[src/rtl/poly_pkg.sv]
// Shared constants and helpers for the polynomial add/subtract datapath.
//   DefN / DefQ   : default coefficient width and modulus
//   MODE_ADD/SUB  : per-polynomial operation encoding
//   lane_slice()  : extract lane `lane` of `width` bits from a packed lane vector
package poly_pkg;

  localparam int unsigned DefN = 16;
  localparam int unsigned DefQ = 12289;

  localparam logic MODE_ADD = 1'b0;
  localparam logic MODE_SUB = 1'b1;

  // Upper bounds for the slicing helper; callers zero-extend into MaxVecW.
  localparam int unsigned MaxVecW  = 1024;
  localparam int unsigned MaxLaneW = 64;

  function automatic logic [MaxLaneW-1:0] lane_slice(input logic [MaxVecW-1:0] vec,
                                                     input int unsigned       lane,
                                                     input int unsigned       width);
    logic [MaxVecW-1:0]  sh;
    logic [MaxLaneW-1:0] mask;
    sh   = vec >> (lane * width);
    mask = (MaxLaneW'(1) << width) - MaxLaneW'(1);
    return sh[MaxLaneW-1:0] & mask;
  endfunction

endpackage

[src/rtl/modaddsub_lane.sv]
// One coefficient lane of the modular add/subtract pipeline.
//   clk, rst : clock, synchronous active-high reset
//   en1      : load stage 1 (raw sum/difference and this beat's mode)
//   en2      : load stage 2 (corrected result)
//   mode     : MODE_ADD / MODE_SUB for the beat entering stage 1
//   a, b     : N-bit operands
//   s        : registered (a +/- b) mod Q
module modaddsub_lane
  import poly_pkg::*;
#(
  parameter int unsigned N = DefN,
  parameter int unsigned Q = DefQ
) (
  input  logic         clk,
  input  logic         rst,
  input  logic         en1,
  input  logic         en2,
  input  logic         mode,
  input  logic [N-1:0] a,
  input  logic [N-1:0] b,
  output logic [N-1:0] s
);

  localparam logic [N:0] QW = (N+1)'(Q);

  logic [N:0]   raw_d, raw_q;
  logic         mode_q;
  logic [N:0]   diff;
  logic [N-1:0] s_d, s_q;

  // Bit N is the carry for add, the borrow for subtract.
  always_comb begin
    raw_d = '0;
    if (mode == MODE_SUB) begin
      raw_d = {1'b0, a} - {1'b0, b};
    end else begin
      raw_d = {1'b0, a} + {1'b0, b};
    end
  end

  always_comb begin
    s_d  = raw_q[N-1:0];
    diff = raw_q - QW;
    if (mode_q == MODE_SUB) begin
      if (raw_q[N]) begin
        s_d = raw_q[N-1:0] + QW[N-1:0];
      end
    end else if (raw_q >= QW) begin
      s_d = diff[N-1:0];
    end
  end

  always_ff @(posedge clk) begin
    if (rst) begin
      raw_q  <= '0;
      mode_q <= MODE_ADD;
      s_q    <= '0;
    end else begin
      if (en1) begin
        raw_q  <= raw_d;
        mode_q <= mode;
      end
      if (en2) begin
        s_q <= s_d;
      end
    end
  end

  assign s = s_q;

endmodule

[src/rtl/poly_addsub_pipe.sv]
// Streaming two-stage modular add/subtract of two polynomials, L lanes per beat.
//   clk, rst            : clock, synchronous active-high reset
//   mode                : 0 = a+b, 1 = a-b; taken from the first beat of each polynomial
//   in_valid / in_ready : input beat handshake
//   a, b                : L packed N-bit coefficients (lane i at [(i+1)*N-1:i*N])
//   out_valid/out_ready : output beat handshake
//   s                   : L packed results (a +/- b) mod Q
//   out_idx, out_last   : beat index within the polynomial, high on final beat
//   err_range           : sticky flag, some accepted coefficient was >= Q
module poly_addsub_pipe
  import poly_pkg::*;
#(
  parameter int unsigned N  = DefN,
  parameter int unsigned Q  = DefQ,
  parameter int unsigned D  = 256,
  parameter int unsigned L  = 4,
  parameter int unsigned IW = $clog2(D / L)
) (
  input  logic           clk,
  input  logic           rst,
  input  logic           mode,
  input  logic           in_valid,
  output logic           in_ready,
  input  logic [L*N-1:0] a,
  input  logic [L*N-1:0] b,
  output logic           out_valid,
  input  logic           out_ready,
  output logic [L*N-1:0] s,
  output logic [IW-1:0]  out_idx,
  output logic           out_last,
  output logic           err_range
);

  localparam int unsigned Beats   = D / L;
  localparam logic [IW-1:0] LastIdx = IW'(Beats - 1);
  localparam logic [N-1:0]  QN      = N'(Q);

  logic          s1_valid_q, s2_valid_q;
  logic [IW-1:0] cnt_q, idx1_q, idx2_q;
  logic          mode_q, err_q;
  logic          adv1, adv2, accept, load2, beat_mode;
  logic [L-1:0]  lane_bad;

  assign adv2     = !s2_valid_q || out_ready;
  assign adv1     = !s1_valid_q || adv2;
  assign in_ready = adv1;
  assign accept   = in_valid && adv1;
  assign load2    = adv2 && s1_valid_q;

  // The first beat of a polynomial uses the live mode input; later beats the latched one.
  assign beat_mode = (cnt_q == '0) ? mode : mode_q;

  for (genvar gi = 0; gi < L; gi++) begin : g_lane
    logic [N-1:0] a_l, b_l;

    assign a_l          = N'(lane_slice(MaxVecW'(a), gi, N));
    assign b_l          = N'(lane_slice(MaxVecW'(b), gi, N));
    assign lane_bad[gi] = (a_l >= QN) || (b_l >= QN);

    modaddsub_lane #(
      .N (N),
      .Q (Q)
    ) u_lane (
      .clk  (clk),
      .rst  (rst),
      .en1  (accept),
      .en2  (load2),
      .mode (beat_mode),
      .a    (a_l),
      .b    (b_l),
      .s    (s[gi*N +: N])
    );
  end

  always_ff @(posedge clk) begin
    if (rst) begin
      s1_valid_q <= 1'b0;
      s2_valid_q <= 1'b0;
      cnt_q      <= '0;
      idx1_q     <= '0;
      idx2_q     <= '0;
      mode_q     <= MODE_ADD;
      err_q      <= 1'b0;
    end else begin
      if (adv1) begin
        s1_valid_q <= accept;
      end
      if (accept) begin
        idx1_q <= cnt_q;
        cnt_q  <= (cnt_q == LastIdx) ? '0 : cnt_q + IW'(1);
        if (cnt_q == '0) begin
          mode_q <= mode;
        end
        if (|lane_bad) begin
          err_q <= 1'b1;
        end
      end
      if (adv2) begin
        s2_valid_q <= s1_valid_q;
      end
      if (load2) begin
        idx2_q <= idx1_q;
      end
    end
  end

  assign out_valid = s2_valid_q;
  assign out_idx   = idx2_q;
  assign out_last  = (idx2_q == LastIdx);
  assign err_range = err_q;

endmodule

[config.mk]
export PLATFORM = sky130hd
export DESIGN_NAME = poly_addsub_pipe
export DESIGN_NICKNAME = d
export VERILOG_FILES = /design/src/rtl/poly_pkg.sv /design/src/rtl/modaddsub_lane.sv /design/src/rtl/poly_addsub_pipe.sv
export SDC_FILE = /design/constraint.sdc
export NUM_CORES = 1
export LEC_CHECK = 0
export BUFFER_PORTS_ARGS = -buffer_cell sky130_fd_sc_hd__buf_2
export CAP_MARGIN = 10
export CORE_ASPECT_RATIO = 0.8
export CORE_UTILIZATION = 50
export DETAILED_ROUTE_END_ITERATION = 12
export PLACE_DENSITY = 0.76
export SLEW_MARGIN = 30
export SYNTH_ARGS = -nofsm -noshare
export SYNTH_HDL_FRONTEND = slang
export SYNTH_SLANG_ARGS = --single-unit
export TNS_END_PERCENT = 10
[constraint.sdc]
create_clock -name clk -period 3.4 [get_ports clk]
set_input_delay 0.68 -clock clk [delete_from_list [all_inputs] [get_ports clk]]
set_output_delay 0.68 -clock clk [all_outputs]
set_load 0.05 [all_outputs]
==> results of run 1 <==
-- cell usage in the layout, fill, tap and decap left out, types with 14 or more instances in the layout --
| master | n |
|---|---|
| nand2b_1 | 23 |
| a21oi_1 | 138 |
| o21ai_0 | 103 |
| o21a_1 | 18 |
| nor2b_1 | 14 |
| nor2_1 | 103 |
| a31oi_1 | 32 |
| inv_1 | 41 |
| nand4_1 | 20 |
| nand3_1 | 54 |
| nor3_1 | 51 |
| clkbuf_16 | 17 |
| nor4_1 | 29 |
| dfxtp_1 | 152 |
| ha_1 | 82 |
| o21ai_1 | 16 |
| buf_2 | 205 |
| buf_4 | 187 |
| nand2_1 | 229 |
| or3_1 | 22 |
| o31ai_1 | 24 |
| xnor2_1 | 52 |
| xor2_1 | 87 |
| a211oi_1 | 24 |
-- what timing repair did --
| action | CTS | global route |
|---|---|---|
| pin swaps | 24 | 31 |
| gates resized for setup | 44 | 36 |
| endpoints found under the setup margin | 32 | 35 |
| hold buffers | 0 | 0 |
| buffers inserted | 10 | 8 |
-- registers in the layout (all words and copies together) (netlist names) --
register              count
cnt_q                     6
g_lane.u_lane.s          64
out_idx                   6
out_valid                 1
g_lane.u_lane.mode_q      1
err_range                 1
idx1_q                    6
g_lane.u_lane.raw_q      68
s1_valid_q                1
-- worst max-delay path, delay by kind of cell (launching register included) --
family | cells | cell delay, ps
AO/OA/AOI/OAI | 6 | 990
buffers and inverters | 6 | 760
adder cells (fa/ha/maj) | 2 | 490
flip-flops | 1 | 340
AND/OR/NAND/NOR | 3 | 330
multiplexers | 1 | 220
XOR/XNOR | 1 | 190
-- cells by family (layout without fill, tap and decap cells) --
logic type / Yosys count / count (layout) / synth area share (%)
multiplexers: 13 / 13 / 1.16
XOR/XNOR: 143 / 143 / 10.2
AO/OA/AOI/OAI: 472 / 472 / 23.9
AND/OR/NAND/NOR: 640 / 640 / 25.8
adder cells (fa/ha/maj): 90 / 90 / 9.44
flip-flops: 154 / 154 / 25.2
buffers and inverters: 132 / 473 / 4.29
-- final cells by class --
type                       count  area, um2  share of cell area (%)
multi-input combinational   1358       8950                    56.9
sequential                   154       3090                    19.6
timing repair buffer         399       2560                    16.3
clock buffer                  17        425                    2.71
tap                          312        390                    2.48
inverter                      42        158                    1.00
clock inverter                15        155                   0.987
-- worst min path at each step --
stage                                       from                      to  slack, ps  depth (start not counted)
after floorplan                        idx1_q[0]              out_idx[0]        430                          2
after global placement     g_lane[2].u_lane.s[8]   g_lane[2].u_lane.s[8]        430                          2
after detailed placement  g_lane[3].u_lane.s[14]  g_lane[3].u_lane.s[14]        440                          2
after CTS                  g_lane[1].u_lane.s[6]   g_lane[1].u_lane.s[6]        450                          2
after global routing      g_lane[0].u_lane.s[15]  g_lane[0].u_lane.s[15]        470                          2
final                     g_lane[3].u_lane.s[11]  g_lane[3].u_lane.s[11]        450                          2
-- where the power goes --
group / internal, mW / leakage (nW) / switching, mW / total, mW
registers: 2.03 / 1.26 / 0.396 / 2.43
logic: 1.81 / 5.23 / 2.37 / 4.18
clock network: 1.03 / 0.285 / 0.847 / 1.88
total: 4.88 / 6.78 / 3.61 / 8.49
-- metrics by stage --
stage	utilization, %	hold WS, ps
after global placement	61.9	430
after detailed placement	61.9	439
after global routing	66.3	474
after CTS	65.5	449
final	66.3	447
after floorplan	-	432
-- routing by layer --
metal	up-vias	global-route usage, %
met1	6293	51.5
met4	0	6.40
met2	765	44.2
li1	6627	-
met5	-	0
met3	34	5.34
==> results.py, run 1 <==
metrics = {
    "outcome": {
        "outcome": "complete, but fails checks",
        "violations": "negative setup slack",
    },
    "logic_synthesis": {
        "syn_area_um2": 12200,
        "ys_top_cells_by_count": "nand2_1 (231), dfxtp_1 (154), a21oi_1 (146)",
        "yosysTopAreaCell": "dfxtp_1",
        "ys_seq_elements": 154,
        "synthArstFlopShare_pct": 0,
        "yosysUniqueCellTypes": 80,
        "yosys_warnings": 0,
        "synth.area.top_cells": "dfxtp_1 (25%), ha_1 (8.8%), nand2_1 (7.1%)",
        "yosysMostFrequentCell": "nand2_1",
        "yosys.area.top_type_share_pct": 25.2,
        "synth_edf_count": 0,
        "netlist_instances": 1644,
        "yosysSeqAreaShare_pct": 25.2,
        "synth-main-ff-cell": "dfxtp_1",
        "syn-num-nets": 1867,
        "syn_avg_cell_area_um2": 7.45,
    },
    "power": {
        "power_density_nw_per_um2": 540,
        "power_mw": 8.49,
        "ir_worst_vdd_uv": 324,
        "leakagePower_nw": 6.78,
    },
    "routing": {
        "drt-met1-wl_um": 20700,
        "drtPass1Iterations": 6,
        "routedWlPerCell_um": 18.0,
        "routed.top_layer": "met4",
        "via_per_inst": 5.97,
        "drc": 0,
        "met2_length_um": 16400,
        "wl_met3_um": 3960,
        "vias": 13719,
        "wirelength_um": 41400,
        "ant_nets": 0,
        "drtIter0Drc": 1330,
    },
    "timing": {
        "hold_viol_final": 0,
        "clock-skew-final_ps": 17.6,
        "worstMarginPinSlew_ps": 730,
        "rsz0062_at_grt": "yes",
        "maxSlewViolCount": 0,
        "setup_viol": 9,
        "max_freq_ghz": 0.288,
        "fin_crit_sh_pct": 102,
        "slew_headroom_pct": 50.9,
        "setup_tns_ps": -319,
        "fin_ws_ps": -67.6,
        "post-route-min-period_ps": 3470,
    },
    "floorplan": {
        "core_region_area_um2": 23700,
        "initial_utilization_pct": 51.7,
        "fp-row-count": 50,
        "die-width_um": 177,
        "die_y_um": 142,
        "die_area_um2": 25100,
        "ios": 207,
    },
    "clock_tree": {
        "cts_made_buffers": 17,
        "clk_path_buf_depth": 2,
        "clk_pin_slew_ps": 70,
        "cts_tree": "built",
        "cts_max_level": 4,
        "root_buffer": "clkbuf_16",
        "insertion_delay_ps": 440,
        "clkSinkCount": 154,
    },
    "placed_design": {
        "dp_cells": 2247,
        "dpl.hpwl_um": 32200,
        "portBuffers": 206,
        "placement.cell_area_um2": 14700,
        "gp_congestion": 0.957,
        "pre_cts_ws_ps": -304,
    },
    "global_routing": {
        "antenna_found_initial": 0,
        "grt_usage_pct": 32.3,
        "grt_pass1_wl_um": 64500,
        "grt_pass1_vias": 12083,
        "grt-ovfl-total": 0,
        "grt_max_degree": 75,
    },
    "worst_setup_path": {
        "rr_startpoint": "cnt_q[0]",
        "path_cells": "inv_1, ha_1, and2_4, buf_4, buf_4, nand2_1, o21ai_4, buf_12, buf_4, a21oi_1, xnor2_1, ha_1, o21ai_0, a21oi_1, o41a_1, buf_4, a31oi_2, mux2i_1, nand3_1",
        "crit_start": "cnt_q[0]",
        "critPathLaunchType": "register",
        "rr_endpoint": "g_lane[2].u_lane.raw_q[11]",
        "crit_path_end_kind": "register",
        "setup.worst_path.end": "g_lane[2].u_lane.raw_q[11]",
        "arrival_ps": 3780,
        "r2r_setup_slack_ps": -70,
        "worst-r2r-cell-count": 19,
        "path_class": "register to register",
        "path_max_fanout": 8,
        "cp_slowest_cell": "o41a_1",
        "worstPathRequired_ps": 3720,
        "max_stage_delay_ps": 370,
        "cpMostUsedCell": "buf_4",
    },
    "hold_path": {
        "worstHoldPathType": "register to register",
    },
    "layout": {
        "design_area_um2": 15700,
        "instances_no_fill": 2297,
        "nFillCells": 2043,
        "syn2layout_area_growth_pct": 28.4,
        "drive_gt1_share_pct": 25.5,
        "nNetsFinal": 2195,
        "antennaDiodeCount": 0,
    },
    "flow_run": {
        "cap_violations": 0,
    },
}
Power figures use the tool's default switching activity.
==> run 2, diff against run 1 <==
--- a/config.mk
+++ b/config.mk
@@ -11,6 +11,7 @@
 export CORE_UTILIZATION = 50
 export DETAILED_ROUTE_END_ITERATION = 12
 export PLACE_DENSITY = 0.76
+export REMOVE_ABC_BUFFERS = 1
 export SLEW_MARGIN = 30
 export SYNTH_ARGS = -nofsm -noshare
 export SYNTH_HDL_FRONTEND = slang
==> run 2 against run 1 <==
Effect of this change: the run still ends with negative setup slack left; cell area is 0.13% lower; clock power is 11% higher; register-to-register slack worse by 40 ps; worst setup slack worse by 36 ps; die area stayed put; non-clock buffer count is 4 lower; first-iteration DRC count is 25% lower; via count is 1.9% lower; sequential share of layout area hardly changed; global-route usage is 1.6 points lower; combinational power is 4% lower; hold slack hardly changed.
==> results.py, run 2 (synthesis gave the netlist of run 1 again) <==
metrics = {
    "outcome": {
        "outcome": "complete, but fails checks",
        "violations": "negative setup slack",
    },
    "layout": {
        "nFillCells": 2127,
        "instances_no_fill": 2293,
        "nNetsFinal": 2191,
        "drive_gt1_share_pct": 25.0,
        "regMostFlops": "g_lane.u_lane.raw_q",
        "final_cell_mix": "nand2_1 (229), buf_2 (205), buf_4 (183), dfxtp_1 (152), a21oi_1 (137)",
        "syn2layout_area_growth_pct": 28.2,
        "largest_reg_flops": 68,
        "antennaDiodeCount": 0,
        "final_common_cell": "nand2_1",
    },
    "worst_setup_path": {
        "r2r_setup_slack_ps": -100,
        "arrival_ps": 3870,
        "rr_endpoint": "g_lane[0].u_lane.raw_q[15]",
        "worst-r2r-cell-count": 15,
        "rr_startpoint": "cnt_q[4]",
        "worstPathRequired_ps": 3760,
        "path_class": "register to register",
        "critPathLaunchType": "register",
        "path_max_fanout": 6,
        "crit_path_end_kind": "register",
    },
    "timing": {
        "worstMarginPinSlew_ps": 826,
        "rsz0062_at_grt": "yes",
        "max_freq_ghz": 0.285,
        "setup_viol": 9,
        "whs_ps": 447,
        "clock-skew-final_ps": 10.2,
        "slew_headroom_pct": 44.9,
        "post-route-min-period_ps": 3500,
        "fin_ws_ps": -103,
        "fin_crit_sh_pct": 103,
        "maxSlewViolCount": 0,
        "hold_viol_final": 0,
    },
    "clock_tree": {
        "cts_max_level": 4,
        "insertion_delay_ps": 440,
        "cts_tree": "built",
        "root_buffer": "clkbuf_16",
        "clk_path_buf_depth": 2,
        "clk_pin_slew_ps": 70,
        "clkSinkCount": 154,
        "cts_made_buffers": 17,
        "hold_buffers": 0,
    },
    "routing": {
        "drtPass1Iterations": 6,
        "drtIter0Drc": 1004,
        "wirelength_um": 39300,
        "vias": 13462,
        "via_per_inst": 5.87,
        "ant_nets": 0,
        "drc": 0,
        "routedWlPerCell_um": 17.1,
    },
    "global_routing": {
        "grt_usage_pct": 30.7,
        "antenna_found_initial": 0,
        "grt_pass1_vias": 12204,
        "grt-ovfl-total": 0,
        "grt_max_degree": 71,
        "grt_pass1_wl_um": 62000,
    },
    "hold_path": {
        "worstHoldPathType": "register to register",
        "min_path_cells": 2,
        "min-delay-start": "g_lane[1].u_lane.s[6]",
        "hold_end": "g_lane[1].u_lane.s[6]",
    },
    "power": {
        "leakagePower_nw": 6.78,
        "ir_worst_vdd_uv": 373,
        "power_density_nw_per_um2": 542,
    },
    "placed_design": {
        "dpl.hpwl_um": 30100,
        "portBuffers": 206,
        "pre_cts_ws_ps": -201,
        "gp_congestion": 0.956,
        "dp_cells": 2254,
    },
    "floorplan": {
        "die-width_um": 177,
        "initial_utilization_pct": 51.7,
        "die_area_um2": 25100,
        "ios": 207,
        "fp-row-count": 50,
        "core_region_area_um2": 23700,
        "die_y_um": 142,
    },
    "flow_run": {
        "cap_violations": 0,
    },
}
[run 2: cell types whose count changed in the layout (fill, tap and decap cells not counted), sizes merged]
| cell | before | now |
|---|---|---|
| clkinv | 7 | 4 |
| inv | 48 | 49 |
| clkbuf | 17 | 18 |
| buf | 399 | 395 |
| bufinv | 1 | 3 |
| clkinvlp | 1 | 0 |
[run 2: timing repair]
action                                  in CTS  in global routing
endpoints found under the setup margin      27                 34
pin swaps                                    2                 28
setup buffers                                1                  6
gates resized for setup                     14                 51
[run 2: where the power goes]
group	switching [mW]	internal [mW]
logic	2.25	1.78
clock network	0.876	1.21
registers	0.367	2.03
total	3.49	5.02
[run 2: worst max path at each step]
stage,start,end,slack [ps],cells after the start
finish,cnt_q[4],g_lane[0].u_lane.raw_q[15],-100,15
global route,cnt_q[4],g_lane[0].u_lane.raw_q[15],-270,15
CTS,cnt_q[5],g_lane[2].u_lane.raw_q[13],-40,17
detailed placement,cnt_q[5],g_lane[1].u_lane.raw_q[16],-200,16
global placement,b[53],g_lane[3].u_lane.raw_q[14],-160,15
floorplan,cnt_q[2],g_lane[0].u_lane.raw_q[15],-1530,13
[run 2: routing by layer]
metal / wire length, um / vias up / track usage, %
li1: - / 6631 / -
met1: 18900 / 6256 / 44.6
met2: 16900 / 517 / 46.8
met3: 2630 / 58 / 4.11
met4: 853 / 0 / 9.35
met5: 0 / - / 0
[run 2: worst max-delay path, cell delays in order, from the launching register on]
cell and delay [ps]:
dfxtp_4 360, nor4_4 290, and2_4 210, mux2i_4 240
buf_12 180, buf_8 150, nand2_4 50, xor2_2 140
ha_1 330, a2111oi_2 290, inv_1 110, o21a_1 230
o41ai_2 380, o21ai_0 150, xnor2_1 140, o21ai_0 170
[run 2: through the flow]
stage / power [mW] / utilization [%] / cell area (um2) / setup TNS (ps)
after CTS: 8.32 / 65.1 / 15400 / -194
after floorplan: 4.85 / - / 11900 / -77740
after global placement: 6.15 / 62.2 / 14700 / -1040
after global routing: 9.03 / 66.2 / 15700 / -3840
after detailed placement: 6.22 / 62.2 / 14700 / -2930
final: 8.52 / 66.2 / 15700 / -464
[run 2: cell type report]
| cell class | count | area (um2) | area share [%] |
|---|---|---|---|
| tap | 312 | 390 | 2.49 |
| timing repair buffer | 395 | 2530 | 16.1 |
| clock inverter | 14 | 204 | 1.30 |
| clock buffer | 18 | 439 | 2.80 |
| inverter | 42 | 158 | 1.00 |
| sequential | 154 | 3090 | 19.7 |
| multi-input combinational | 1358 | 8900 | 56.7 |
==> run 3, diff against run 2 <==
--- a/config.mk
+++ b/config.mk
@@ -10,10 +10,12 @@
 export CORE_ASPECT_RATIO = 0.8
 export CORE_UTILIZATION = 50
 export DETAILED_ROUTE_END_ITERATION = 12
-export PLACE_DENSITY = 0.76
+export PLACE_DENSITY = 0.75
 export REMOVE_ABC_BUFFERS = 1
+export SKIP_CTS_REPAIR_TIMING = 1
 export SLEW_MARGIN = 30
 export SYNTH_ARGS = -nofsm -noshare
 export SYNTH_HDL_FRONTEND = slang
+export SYNTH_HIERARCHICAL = 1
 export SYNTH_SLANG_ARGS = --single-unit
 export TNS_END_PERCENT = 10
==> run 3 against run 2 <==
Effect of this change: the flow still finishes with violations (negative setup slack); highest routed layer is now met5; synthesized area increased by 12%; clock skew rose by 2.1 ps; via count increased by 16%; cell area rose by 11%; clock power decreased by 9%; utilization down 0.57 points; critical path depth decreased by 2; maximum frequency rose by 1.9%; register-to-register slack better by 70 ps; global-route usage down 0.77 points; critical path type unchanged; sequential power grew 5%; synthesized cell count increased by 12%.
==> results.py, run 3 <==
metrics = {
    "routing": {
        "wirelength_um": 44000,
        "vias": 15661,
        "drtPass1Iterations": 5,
        "via_per_inst": 6.11,
        "ant_nets": 0,
        "routedWlPerCell_um": 17.2,
        "drtIter0Drc": 1294,
        "drc": 0,
    },
    "global_routing": {
        "grt_max_degree": 61,
        "grt_usage_pct": 30.0,
        "grt_pass1_vias": 14208,
        "antenna_found_initial": 4,
        "grt_pass1_wl_um": 69500,
        "grt-ovfl-total": 0,
    },
    "logic_synthesis": {
        "yosysSeqAreaShare_pct": 23.0,
        "netlist_instances": 1843,
        "synth.area.mux_share_pct": 2.72,
        "synth_edf_count": 0,
        "yosysTopAreaCell": "dfxtp_1",
        "ys_top_cells_by_count": "nor2_1 (186), nand2_1 (169), dfxtp_1 (158)",
        "synthSimpleGateAreaFrac_pct": 28.7,
        "synthAdderAreaFrac_pct": 8.05,
        "synth_compound_area_share_pct": 24.3,
        "syn_area_um2": 13700,
        "syn_avg_cell_area_um2": 7.45,
        "synth.area.top_cells": "dfxtp_1 (23%), ha_1 (7.5%), xnor2_1 (5.7%)",
        "synth_xor_area_share_pct": 7.72,
        "synthArstFlopShare_pct": 0,
        "yosysUniqueCellTypes": 79,
        "synth_top_family_by_area": "simple AND/OR/NAND/NOR gates",
        "yosysMostFrequentCell": "nor2_1",
        "yosys.area.top_type_share_pct": 23.0,
        "yosys_warnings": 6,
        "ys_seq_elements": 158,
        "synth-main-ff-cell": "dfxtp_1",
    },
    "clock_tree": {
        "insertion_delay_ps": 450,
        "cts_max_level": 4,
        "clk_path_buf_depth": 2,
        "cts_made_buffers": 17,
        "clk_pin_slew_ps": 70,
        "clkSinkCount": 158,
        "cts_tree": "built",
        "root_buffer": "clkbuf_16",
    },
    "timing": {
        "fin_ws_ps": -37.7,
        "clock-skew-final_ps": 12.3,
        "post-route-min-period_ps": 3440,
        "hold_viol_final": 0,
        "worstMarginPinSlew_ps": 756,
        "setup_tns_ps": -37.7,
        "fin_crit_sh_pct": 101,
        "setup_viol": 1,
        "rsz0062_at_grt": "yes",
        "maxSlewViolCount": 0,
        "slew_headroom_pct": 49.4,
        "whs_ps": 443,
        "max_freq_ghz": 0.291,
    },
    "worst_setup_path": {
        "crit_path_end_kind": "register",
        "critPathTopFamily": "simple AND/OR/NAND/NOR gates",
        "path_cells": "nor4_4, nand2_2, mux2_4, buf_12, nor2_1, xnor2_1, ha_1, and3_1, a221o_1, nor3_2, nor3_1, or4_1, o311ai_0",
        "worstPathRequired_ps": 3740,
        "cp_slowest_cell": "or4_1",
        "critPathLaunchType": "register",
        "path_buf_inv": 1,
        "path_max_fanout": 11,
        "path_class": "register to register",
        "max_stage_delay_ps": 470,
        "arrival_ps": 3770,
    },
    "power": {
        "ir_worst_vdd_uv": 398,
        "leakagePower_nw": 7.25,
        "power_density_nw_per_um2": 511,
        "power_mw": 8.95,
    },
    "placed_design": {
        "gp_congestion": 0.967,
        "portBuffers": 206,
        "dpl.hpwl_um": 33400,
        "dp_cells": 2518,
        "placement.cell_area_um2": 16400,
    },
    "floorplan": {
        "core_region_area_um2": 26700,
        "die-width_um": 187,
        "die_y_um": 150,
        "ios": 207,
        "die_area_um2": 28100,
        "fp-row-count": 53,
        "initial_utilization_pct": 51.5,
    },
    "outcome": {
        "outcome": "complete, but fails checks",
        "violations": "negative setup slack",
    },
    "layout": {
        "syn2layout_area_growth_pct": 27.4,
        "largest_reg_flops": 68,
        "instances_no_fill": 2564,
        "design_area_um2": 17500,
        "multiInputGateArea_um2": 10200,
        "drive_gt1_share_pct": 25.5,
        "final_cell_mix": "buf_4 (217), buf_2 (205), nor2_1 (183), nand2_1 (168), dfxtp_1 (157)",
        "final_common_cell": "buf_4",
        "register_area_um2": 3160,
        "nNetsFinal": 2410,
        "regMostFlops": "g_lane.u_lane/raw_q",
        "nFillCells": 2352,
    },
    "hold_path": {
        "worstHoldPathType": "register to register",
    },
    "flow_run": {
        "cap_violations": 0,
    },
}
run 3: cell types whose count changed after synthesis, moves of 19 or more:
cell / delta
a211oi_1: +33
xnor2_1: +34
mux2i_1: +19
nor3_1: +27
o21ai_1: +25
o21ai_0: -48
nor2_1: +80
nor3b_1: +35
nor4_1: +34
inv_1: +36
nand2_1: -62
xor2_1: -56
run 3: report_power, final:
group          total, mW  internal (mW)  switching, mW  leakage (nW)
Combinational       4.52           1.99           2.52          5.66
Clock               1.91           1.04          0.867         0.284
Sequential          2.52           2.10          0.425          1.30
run 3: final timing paths:
| check | depth (start not counted) | to | slack [ps] | startpoint |
|---|---|---|---|---|
| worst min-delay path | 2 | g_lane[2].u_lane/s[5] | 440 | g_lane[2].u_lane/s[5] |
| worst max-delay path | 13 | g_lane[2].u_lane/raw_q[14] | -40 | cnt_q[2] |
| worst min register to register | 2 | g_lane[2].u_lane/s[5] | 440 | g_lane[2].u_lane/s[5] |
| worst max register to register | 13 | g_lane[2].u_lane/raw_q[14] | -40 | cnt_q[2] |
run 3: tightest hold or removal path: cells and delay by family (launching register included):
family           cells  cell delay (ps)
flip-flops           1              310
AO/OA/AOI/OAI        1               50
AND/OR/NAND/NOR      1               40
run 3: cell families (layout without fill, tap and decap cells):
family	count (synthesis)	in the layout
compound gates	500	500
xor+xnor	121	121
fa+ha+maj	86	86
buf+inv	184	543
flops	158	158
mux	35	37
other cells	0	3
simple gates	759	759
run 3: cell type report:
class                      count  share of cell area, %
antenna                        3                 0.0429
clock buffer                  18                   2.51
clock inverter                14                  0.779
inverter                      81                   1.75
multi-input combinational   1503                   58.4
sequential                   158                   18.1
tap                          357                   2.55
timing repair buffer         430                   15.9
run 3: layer usage:
| metal | part of all wire, % | vias to the layer above | GRT usage (%) | wire (um) |
|---|---|---|---|---|
| met2 | 44 | 711 | 48.4 | 19500 |
| met5 | 0.018 | - | 0 | 8 |
| li1 | - | 7562 | - | - |
| met1 | 45 | 7303 | 40.6 | 20000 |
| met4 | 2.0 | 2 | 9.02 | 898 |
| met3 | 8.3 | 83 | 5.50 | 3650 |
run 3: through the flow:
step | util, % | setup slack (ps)
after CTS | 63.8 | -155
final | 65.7 | -37.7
after global routing | 65.7 | -171
after global placement | 61.7 | -292
after floorplan | - | -263
after detailed placement | 61.7 | -428
